## config.mk

```make
export PLATFORM = sky130hd
export DESIGN_NAME = lighthouse_pulse_gen
export DESIGN_NICKNAME = d
export VERILOG_FILES = /design/src/rtl/lighthouse_pulse_gen.sv
export SDC_FILE = /design/constraint.sdc
export NUM_CORES = 1
export LEC_CHECK = 0
export ABC_CLOCK_PERIOD_IN_PS = 7500
export CAP_MARGIN = 15
export CORE_MARGIN = 2
export CORE_UTILIZATION = 61
export DETAILED_ROUTE_END_ITERATION = 12
export PLACE_DENSITY = 0.88
export REMOVE_ABC_BUFFERS = 1
export SETUP_SLACK_MARGIN = 0.4
export SLEW_MARGIN = 20
export SYNTH_ARGS = -nofsm -noshare
export SYNTH_HDL_FRONTEND = slang
export SYNTH_SLANG_ARGS = --single-unit
```

## constraint.sdc

```tcl
create_clock -name clk -period 7.5 [get_ports clk]
set_input_delay 1.125 -clock clk [delete_from_list [all_inputs] [get_ports clk]]
set_output_delay 1.125 -clock clk [all_outputs]
set_load 0.05 [all_outputs]
```

## src/rtl/lighthouse_pulse_gen.sv

```systemverilog
// lighthouse_pulse_gen -- synthetic Lighthouse-v1 transmitter for loopback/HIL.
// Emits, per frame, a common sync pulse whose width encodes {skip,data,axis},
// then a per-sensor sweep pulse at a programmable delay, on the D/E pins that
// NUMBER_OF_SENSOR TS4231 front ends would drive in WATCH state.
//
// Ports:
//   clk, rst            clock, asynchronous active-high reset
//   enable              run request, sampled only at frame boundaries
//   cfg_valid/cfg_ready config handshake into a one-deep pending slot
//   cfg_delay           per-sensor sweep delay, sensor i at [i*DW +: DW]
//   cfg_data, cfg_skip  OOTX data bit / sync-only frame
//   e_n, d_o            envelope (active low) and data (= ~e_n) per sensor
//   frame_start         one-cycle strobe on fc==0
//   axis_o              axis bit of the current frame
//   busy                high while running
//
// Optional: define LH_PULSE_GEN_JITTER_EN to add a per-frame LFSR jitter
// (0..7 cycles) to every sweep delay.

// Per-sensor sweep window decode. Purely combinational; evaluated against the
// next-cycle frame count so the registered e_n lines up with fc.
module lighthouse_pulse_lane #(
  parameter int DW          = 19,
  parameter int FRAME_TICKS = 400000,
  parameter int SWEEP_WIDTH = 480,
  parameter int SWEEP_MIN   = 6980
) (
  input  logic [DW-1:0] delay,
  input  logic [2:0]    jit,
  input  logic [DW-1:0] fc,
  input  logic          skip,
  output logic          hit
);
  localparam logic [DW:0] SW_W  = (DW+1)'(SWEEP_WIDTH);
  localparam logic [DW:0] FT_W  = (DW+1)'(FRAME_TICKS);
  localparam logic [DW:0] MIN_W = (DW+1)'(SWEEP_MIN);

  logic [DW:0] d_j, d_end, fc_w;
  logic        valid;

  // One extra bit keeps D+J+SWEEP_WIDTH from wrapping.
  assign d_j   = {1'b0, delay} + {{(DW-2){1'b0}}, jit};
  assign d_end = d_j + SW_W;
  assign fc_w  = {1'b0, fc};
  // Invalid delays are dropped whole: never clipped, never on top of sync.
  assign valid = (d_j >= MIN_W) && (d_end <= FT_W);
  assign hit   = ~skip & valid & (fc_w >= d_j) & (fc_w < d_end);
endmodule

module lighthouse_pulse_gen #(
  parameter int NUMBER_OF_SENSOR = 2,
  parameter int FRAME_TICKS      = 400000,
  parameter int SYNC_BASE        = 3000,
  parameter int SYNC_STEP        = 500,
  parameter int SWEEP_WIDTH      = 480,
  parameter int DW               = 19
) (
  input  logic                         clk,
  input  logic                         rst,
  input  logic                         enable,
  input  logic                         cfg_valid,
  output logic                         cfg_ready,
  input  logic [NUMBER_OF_SENSOR*DW-1:0] cfg_delay,
  input  logic                         cfg_data,
  input  logic                         cfg_skip,
  output logic [NUMBER_OF_SENSOR-1:0]  e_n,
  output logic [NUMBER_OF_SENSOR-1:0]  d_o,
  output logic                         frame_start,
  output logic                         axis_o,
  output logic                         busy
);
  localparam int N = NUMBER_OF_SENSOR;
  localparam logic [DW-1:0] FC_LAST = DW'(FRAME_TICKS - 1);
  localparam logic [DW:0]   SB_W    = (DW+1)'(SYNC_BASE);
  localparam logic [DW:0]   ST_W    = (DW+1)'(SYNC_STEP);
  localparam int SWEEP_MIN = SYNC_BASE + 7*SYNC_STEP + SWEEP_WIDTH;

  typedef struct packed {
    logic [N*DW-1:0] delay;
    logic            data;
    logic            skip;
  } cfg_t;

  typedef enum logic {IDLE, RUN} state_t;

  state_t          state, state_nx;
  logic [DW-1:0]   fc, fc_nx;
  logic            axis_nx, wrap, start, xfer;
  cfg_t            pend, pend_nx, act, act_nx, cfg_in;
  logic            pend_full, pend_full_nx;
  logic [2:0]      code, jit;
  logic [DW:0]     sync_w;
  logic            sync_hit;
  logic [N-1:0]    sweep_hit, e_n_nx;

  assign cfg_in    = '{delay: cfg_delay, data: cfg_data, skip: cfg_skip};
  assign cfg_ready = ~pend_full;
  assign xfer      = cfg_valid & ~pend_full;
  assign busy      = (state == RUN);
  assign d_o       = ~e_n;

`ifdef LH_PULSE_GEN_JITTER_EN
  logic [15:0] lfsr, lfsr_nx;
  logic        lfsr_fb;
  // Fibonacci taps 16,14,13,11; advanced once per frame start.
  assign lfsr_fb = lfsr[15] ^ lfsr[13] ^ lfsr[12] ^ lfsr[10];
  assign lfsr_nx = start ? {lfsr[14:0], lfsr_fb} : lfsr;
  assign jit     = lfsr_nx[2:0];
  always_ff @(posedge clk or posedge rst)
    if (rst) lfsr <= 16'hACE1;
    else     lfsr <= lfsr_nx;
`else
  assign jit = 3'd0;
`endif

  // Next-state/next-output logic. Everything is computed for the cycle after
  // the edge, so the registered e_n always matches the registered fc.
  always_comb begin
    state_nx     = state;
    axis_nx      = axis_o;
    wrap         = (state == RUN) && (fc == FC_LAST);
    start        = enable && ((state == IDLE) || wrap);
    fc_nx        = (state == RUN && !wrap) ? fc + DW'(1) : '0;
    case (state)
      IDLE: if (enable) begin
        state_nx = RUN;
        axis_nx  = 1'b0;             // first frame after IDLE is axis 0
      end
      RUN: if (wrap) begin
        if (enable) axis_nx = ~axis_o;
        else begin
          state_nx = IDLE;
          axis_nx  = 1'b1;
        end
      end
      default: state_nx = IDLE;
    endcase
    // Old pending moves to active before a coincident capture overwrites it.
    act_nx       = (start && pend_full) ? pend : act;
    pend_nx      = xfer ? cfg_in : pend;
    pend_full_nx = xfer ? 1'b1 : (start ? 1'b0 : pend_full);
    code         = {act_nx.skip, act_nx.data, axis_nx};
    sync_w       = SB_W + ST_W * {{(DW-2){1'b0}}, code};
    sync_hit     = ({1'b0, fc_nx} < sync_w);
    e_n_nx       = (state_nx == RUN) ? ~({N{sync_hit}} | sweep_hit) : '1;
  end

  for (genvar i = 0; i < N; i++) begin : g_lane
    lighthouse_pulse_lane #(
      .DW(DW), .FRAME_TICKS(FRAME_TICKS),
      .SWEEP_WIDTH(SWEEP_WIDTH), .SWEEP_MIN(SWEEP_MIN)
    ) u_lane (
      .delay (act_nx.delay[i*DW +: DW]),
      .jit   (jit),
      .fc    (fc_nx),
      .skip  (act_nx.skip),
      .hit   (sweep_hit[i])
    );
  end

  always_ff @(posedge clk or posedge rst) begin
    if (rst) begin
      state       <= IDLE;
      fc          <= '0;
      e_n         <= '1;
      frame_start <= 1'b0;
      axis_o      <= 1'b1;
      pend        <= '0;
      pend_full   <= 1'b0;
      act         <= '0;
    end else begin
      state       <= state_nx;
      fc          <= fc_nx;
      e_n         <= e_n_nx;
      frame_start <= start;
      axis_o      <= axis_nx;
      pend        <= pend_nx;
      pend_full   <= pend_full_nx;
      act         <= act_nx;
    end
  end
endmodule
```

# Yosys cells after proc, flatten, opt, wreduce, memory -nomap -nowiden
# Cells that the tools add are included.
# W data, S select, Z words.
[op_classes]
n_addsub = 4
multipliers = 1
magnitude_cmp = 9
n_eq_ne = 1
muxes = 12
bitwise = 14
n_reduce_logical = 9
[ops]
columns = ["op", "count"]
rows = [
  ["$add A19 B9 Y20 const B", 2],
  ["$le A20 B19 Y1 const B", 2],
  ["$lt A19 B20 Y1", 2],
  ["$mux W40", 1],
  ["$ge A19 B13 Y1 const B", 2],
  ["$ge A19 B19 Y1", 2],
  ["$add A19 B1 Y19 const B", 1],
  ["$eq A19 B19 Y1 const B", 1],
  ["$lt A19 B13 Y1", 1],
  ["$mux W19", 1],
  ["$add A12 B12 Y13 const A", 1],
  ["$mul A7 B3 Y10 const A", 1],
  ["$and A1 B1 Y1", 7],
  ["$mux W1", 7],
  ["$logic_and A1 B1 Y1", 6],
  ["$not A1 Y1", 4],
  ["$not A2 Y2", 2],
  ["$pmux W1 S2", 2],
  ["$mux W2", 1],
  ["$or A2 B2 Y2", 1],
  ["$reduce_bool A2 Y1", 1],
  ["$logic_not A1 Y1", 1],
  ["$logic_or A1 B1 Y1", 1],
]
[totals]
ff_bits = 105
wordCells = 62

# Depth between registers and ports, before layout
[depth]
ltp_word = 15
depth_mapped = 27

# Cells and area by module
# From an unflattened synthesis, not the netlist that was laid out.
[hier_totals]
cells_unflattened = 900
area_unflattened_um2 = 8877.3
[by_module_without_submodules]
columns = ["module", "instances", "cells_each", "area_each_um2"]
rows = [
  ["lighthouse_pulse_gen", 1, 384, 4858.4],
  ["lighthouse_pulse_lane (g_lane[0].u_lane)", 1, 256, 2053.2],
  ["lighthouse_pulse_lane (g_lane[1].u_lane)", 1, 260, 1965.6],
]

# Least setup slack after synthesis
# OpenSTA, ideal clock, no wires.
[synth_timing]
path_kind = "input to register"
from = "input enable"
to = "register e_n[0]"
setup_time_ps = 89
t_arrival_ps = 5733
required_ps = 7411
setup_slack_ps = 1678
cell_stages = 26
n_path_buf = 5
path_cell_list = "nand2_1 > or2_2 > o31a_4 > buf_12 > buf_6 > buf_2 > buf_2 > buf_2 > nand2_1 > nand2_1 > fa_1 > inv_1 > fa_1 > inv_1 > fa_1 > nand2_1 > xnor2_1 > ha_1 > a21o_1 > a21oi_1 > nor2b_1 > o21ai_0 > nand2b_1 > a211oi_1 > and4_1 > a211oi_1"
[synth_lines]
columns = ["item", "line", "source"]
rows = [
  ["start, declared", "60", "input logic enable,"],
  ["end signal, assigned", "174", "e_n <= e_n_nx;"],
  ["end, declared", "66", "output logic [NUMBER_OF_SENSOR-1:0] e_n,"],
]

# Final worst setup path
[layout_timing]
from = "input enable"
to = "register e_n[0]"
[layout_between]
elab_chain_cells = 12
word_cells_on_any_way = 26
cone_classes = "add/sub (2); mul (1); order compare (5); mux (9); bitwise (6); reduce/logical (3)"
[layout_rtl]
columns = ["item", "line", "source"]
rows = [
  ["parallel branches: the longest is 11 deep, another holds $lt A19 B13 Y1", "n/a", ""],
  ["$mux W2 (*)", "145", "e_n_nx = (state_nx == RUN) ? ~({N{sync_hit}} | sweep_hit) : '1;"],
  ["net e_n_nx[0]", "94", "logic [N-1:0] sweep_hit, e_n_nx;"],
]
# Mark *: on every way through the listed nets, which the timed path passes.
# A chain may end at the register's enable or synchronous reset.

==> impl_metrics.json <==
{
  "syn_area_per_cell_um2": 9.75,
  "grt_first_pass_wirelength_um": 32500,
  "clkSinkCount": 105,
  "critPathKind": "in -> reg",
  "dr_total_vias": 6523,
  "hold_viol": 0,
  "avgRoutedWirePerCell_um": 18.3,
  "coreArea_mm2": 0.0127,
  "grt_setup_unrepaired": "false",
  "dieWidth_um": 118,
  "viasPerCell": 6.28,
  "skew_ns": 0.00641,
  "tightest_slew_ns": 0.709,
  "cp_num_buf_inv": 1,
  "syn_to_final_growth_pct": 11.6,
  "drcViolationCount": 0,
  "path_cells": "clkdlybuf4s50_1, nand2_1, or2_2, o31a_4, mux2i_1, ha_1, nor3b_1, mux2i_4, nand2_1, a21o_1, xnor2_1, ha_1, a21o_1, a21oi_1, o21ai_0, a221o_1, a31oi_1, nor3b_1, o311ai_2, nor4bb_1, a211oi_1",
  "ioPinCount": 52,
  "min_period_ns": 5.85,
  "critical_path.top_delay_family": "compound AO/OA/AOI/OAI gates",
  "p_leak_uw": 0.00449,
  "async_flop_share_pct": 100,
  "numCtsBuffers": 9,
  "dieArea_mm2": 0.0140,
  "synth-seq-area-share_pct": 33.0,
  "grt-ovfl-total": 0,
  "period_share_pct": 78.0,
  "ys_ff_latch": 105,
  "synth_area_mm2": 0.00798,
  "ys_warn_count": 0,
  "port-buffer-count": 51,
  "drt_iter0_drc": 721,
  "max_freq_ghz": 0.171,
  "ys_types": 69,
  "whs_ns": 0.516,
  "cpMaxStageDelayCell": "o31a_4",
  "clk_path_buf_depth": 2,
  "max_stage_delay_ns": 0.52,
  "cp_max_fo": 37,
  "start_util_pct": 63.0,
  "routed_wl_um": 19000,
  "yosysMostFrequentCell": "dfrtp_1",
  "die_h_um": 118,
  "root_buffer": "clkbuf_16",
  "min_path_type": "reg -> reg",
  "ys.flop_type": "dfrtp_1",
  "drive_gt1_share_pct": 9.82,
  "rows": 41,
  "power.density_mw_per_mm2": 132,
  "clock_latency_ns": 0.36,
  "cts_tree": "yes",
  "track_usage_pct": 28.4,
  "vdd_ir_drop_max_v": 0.000141,
  "max_slew_margin_pct": 52.7,
  "synth_common_cells": "dfrtp_1, ha_1, inv_1, nand2_1, nor2_1",
  "synth_cells": 818,
  "num_antenna_cells": 0,
  "postCtsSetupRepairBufs": 0,
  "holdBufCountCts": 0,
  "grt_max_degree": 58,
  "synth-edff-count": 0,
  "final_util_pct": 70.3,
  "drv_cap": 0,
  "yosys.area.top_type": "dfrtp_1",
  "h-tree-depth": 3,
  "dpl.hpwl_um": 14200,
  "post_cts_resized": 0,
  "fin_nets": 1002,
  "crit_required_ns": 7.79,
  "start_kind": "primary input",
  "finalSetupViolations": 0,
  "path_clk_slew_ns": 0.07,
  "place_congestion": 0.894,
  "status": "complete, no violations",
  "ant_nets": 0,
  "grt_pass1_vias": 6718,
  "slew_violations": 0,
  "synth_top_area_share_pct": 32.0,
  "cp-end-kind": "register",
  "first_pass_iters": 5,
  "antenna_found_initial": 0,
  "synth.area.top_cells": "dfrtp_1, ha_1, mux2_2",
  "crit_arrival_ns": 6.14
}
-- report_power, final --
| part | switching [uW] | total [uW] | internal [uW] |
|---|---|---|---|
| registers | 37.3 | 628 | 591 |
| logic | 34.3 | 84.6 | 50.4 |
| clock network | 216 | 459 | 244 |
-- final timing paths --
check	startpoint	to	slack (ns)	cells past startpoint
min reg2reg	act[21]	act[21]	0.52	2
max in group asynchronous	rst	pend[31]	5.17	3
max	enable	e_n[0]	1.65	21
min	act[21]	act[21]	0.52	2
min in group asynchronous	rst	act[2]	1.19	2
max reg2reg	fc[13]	e_n[0]	2.11	22
-- worst min-delay path, stage by stage (launching register included) --
cell and delay, ns:
dfrtp_1 0.35, nand2_1 0.06, nand2_1 0.07
-- metrics by stage --
step	total power, uW	std cells	area, um^2	setup TNS [ns]	setup WS, ns
floorplan	677	793	7830	-0.00696	-0.00696
global placement	719	1022	8630	0	1.42
detailed placement	723	1022	8630	0	1.36
CTS	1170	1038	8900	0	1.72
global route	1210	1038	8900	0	1.25
finish	1170	1038	8900	0	1.65
-- registers in the layout, indices dropped and copies added (netlist names) --
name	cells
act	40
axis_o	1
busy	1
e_n	2
fc	19
frame_start	1
pend	40
pend_full	1
-- area by class of cell --
class                   instances  area (um^2)
fillers                       956         3770
multi-input cells             632         5010
inverters                      56          213
clock inverters                 2         12.5
well taps                     172          215
clock buffers                  14          264
flip-flops and latches        105         2630
repair buffers                 57          556
-- layer usage --
layer / up-vias / wire [um] / part of all wire, % / track usage [%]
met4: 0 / 521 / 2.7 / 9.75
met5: - / 0 / 0 / 0
met1: 3156 / 8260 / 44 / 35.5
met2: 230 / 9220 / 49 / 48.7
li1: 3082 / - / - / -
met3: 55 / 977 / 5.1 / 6.27
-- layout by cell type, fill, tap and decap left out, types with 4 or more instances in the layout --
cell type,netlist,routed
dfrtp_1,102,102
ha_1,93,93
nand2_1,56,56
inv_1,56,55
nor2_1,54,54
clkdlybuf4s50_1,0,51
mux2i_1,42,42
mux2_2,41,41
a21oi_1,40,40
nand3_1,39,39
xnor2_1,31,31
o21ai_0,23,22
xor2_1,19,19
nand4_1,15,15
a21o_1,15,15
nor3_1,12,12
and3_1,10,10
nor3b_1,10,10
o31ai_1,10,9
nor4_1,9,9
clkbuf_16,0,9
or4_1,8,8
a31oi_1,8,8
a211oi_1,8,8
nor2b_1,8,7
a311oi_1,7,7
buf_4,4,6
or3_1,5,5
mux2i_4,5,5
and4_1,5,5
or2_2,4,4
nand2b_1,4,4
fa_1,4,4
-- cell families (layout without fill, tap and decap cells) --
group | Yosys count | in the layout | share of synthesized area, %
muxes | 89 | 89 | 12.6
xor gates and xnor gates | 50 | 50 | 5.49
adders and majority gates | 97 | 97 | 15.6
and+or+nand+nor | 252 | 252 | 16.5
buffers and inverters | 81 | 129 | 4.47
DFF | 105 | 105 | 33.0
AOI/OAI and AO/OA | 144 | 144 | 12.3
No activity file was read; power rests on OpenSTA's default activity.
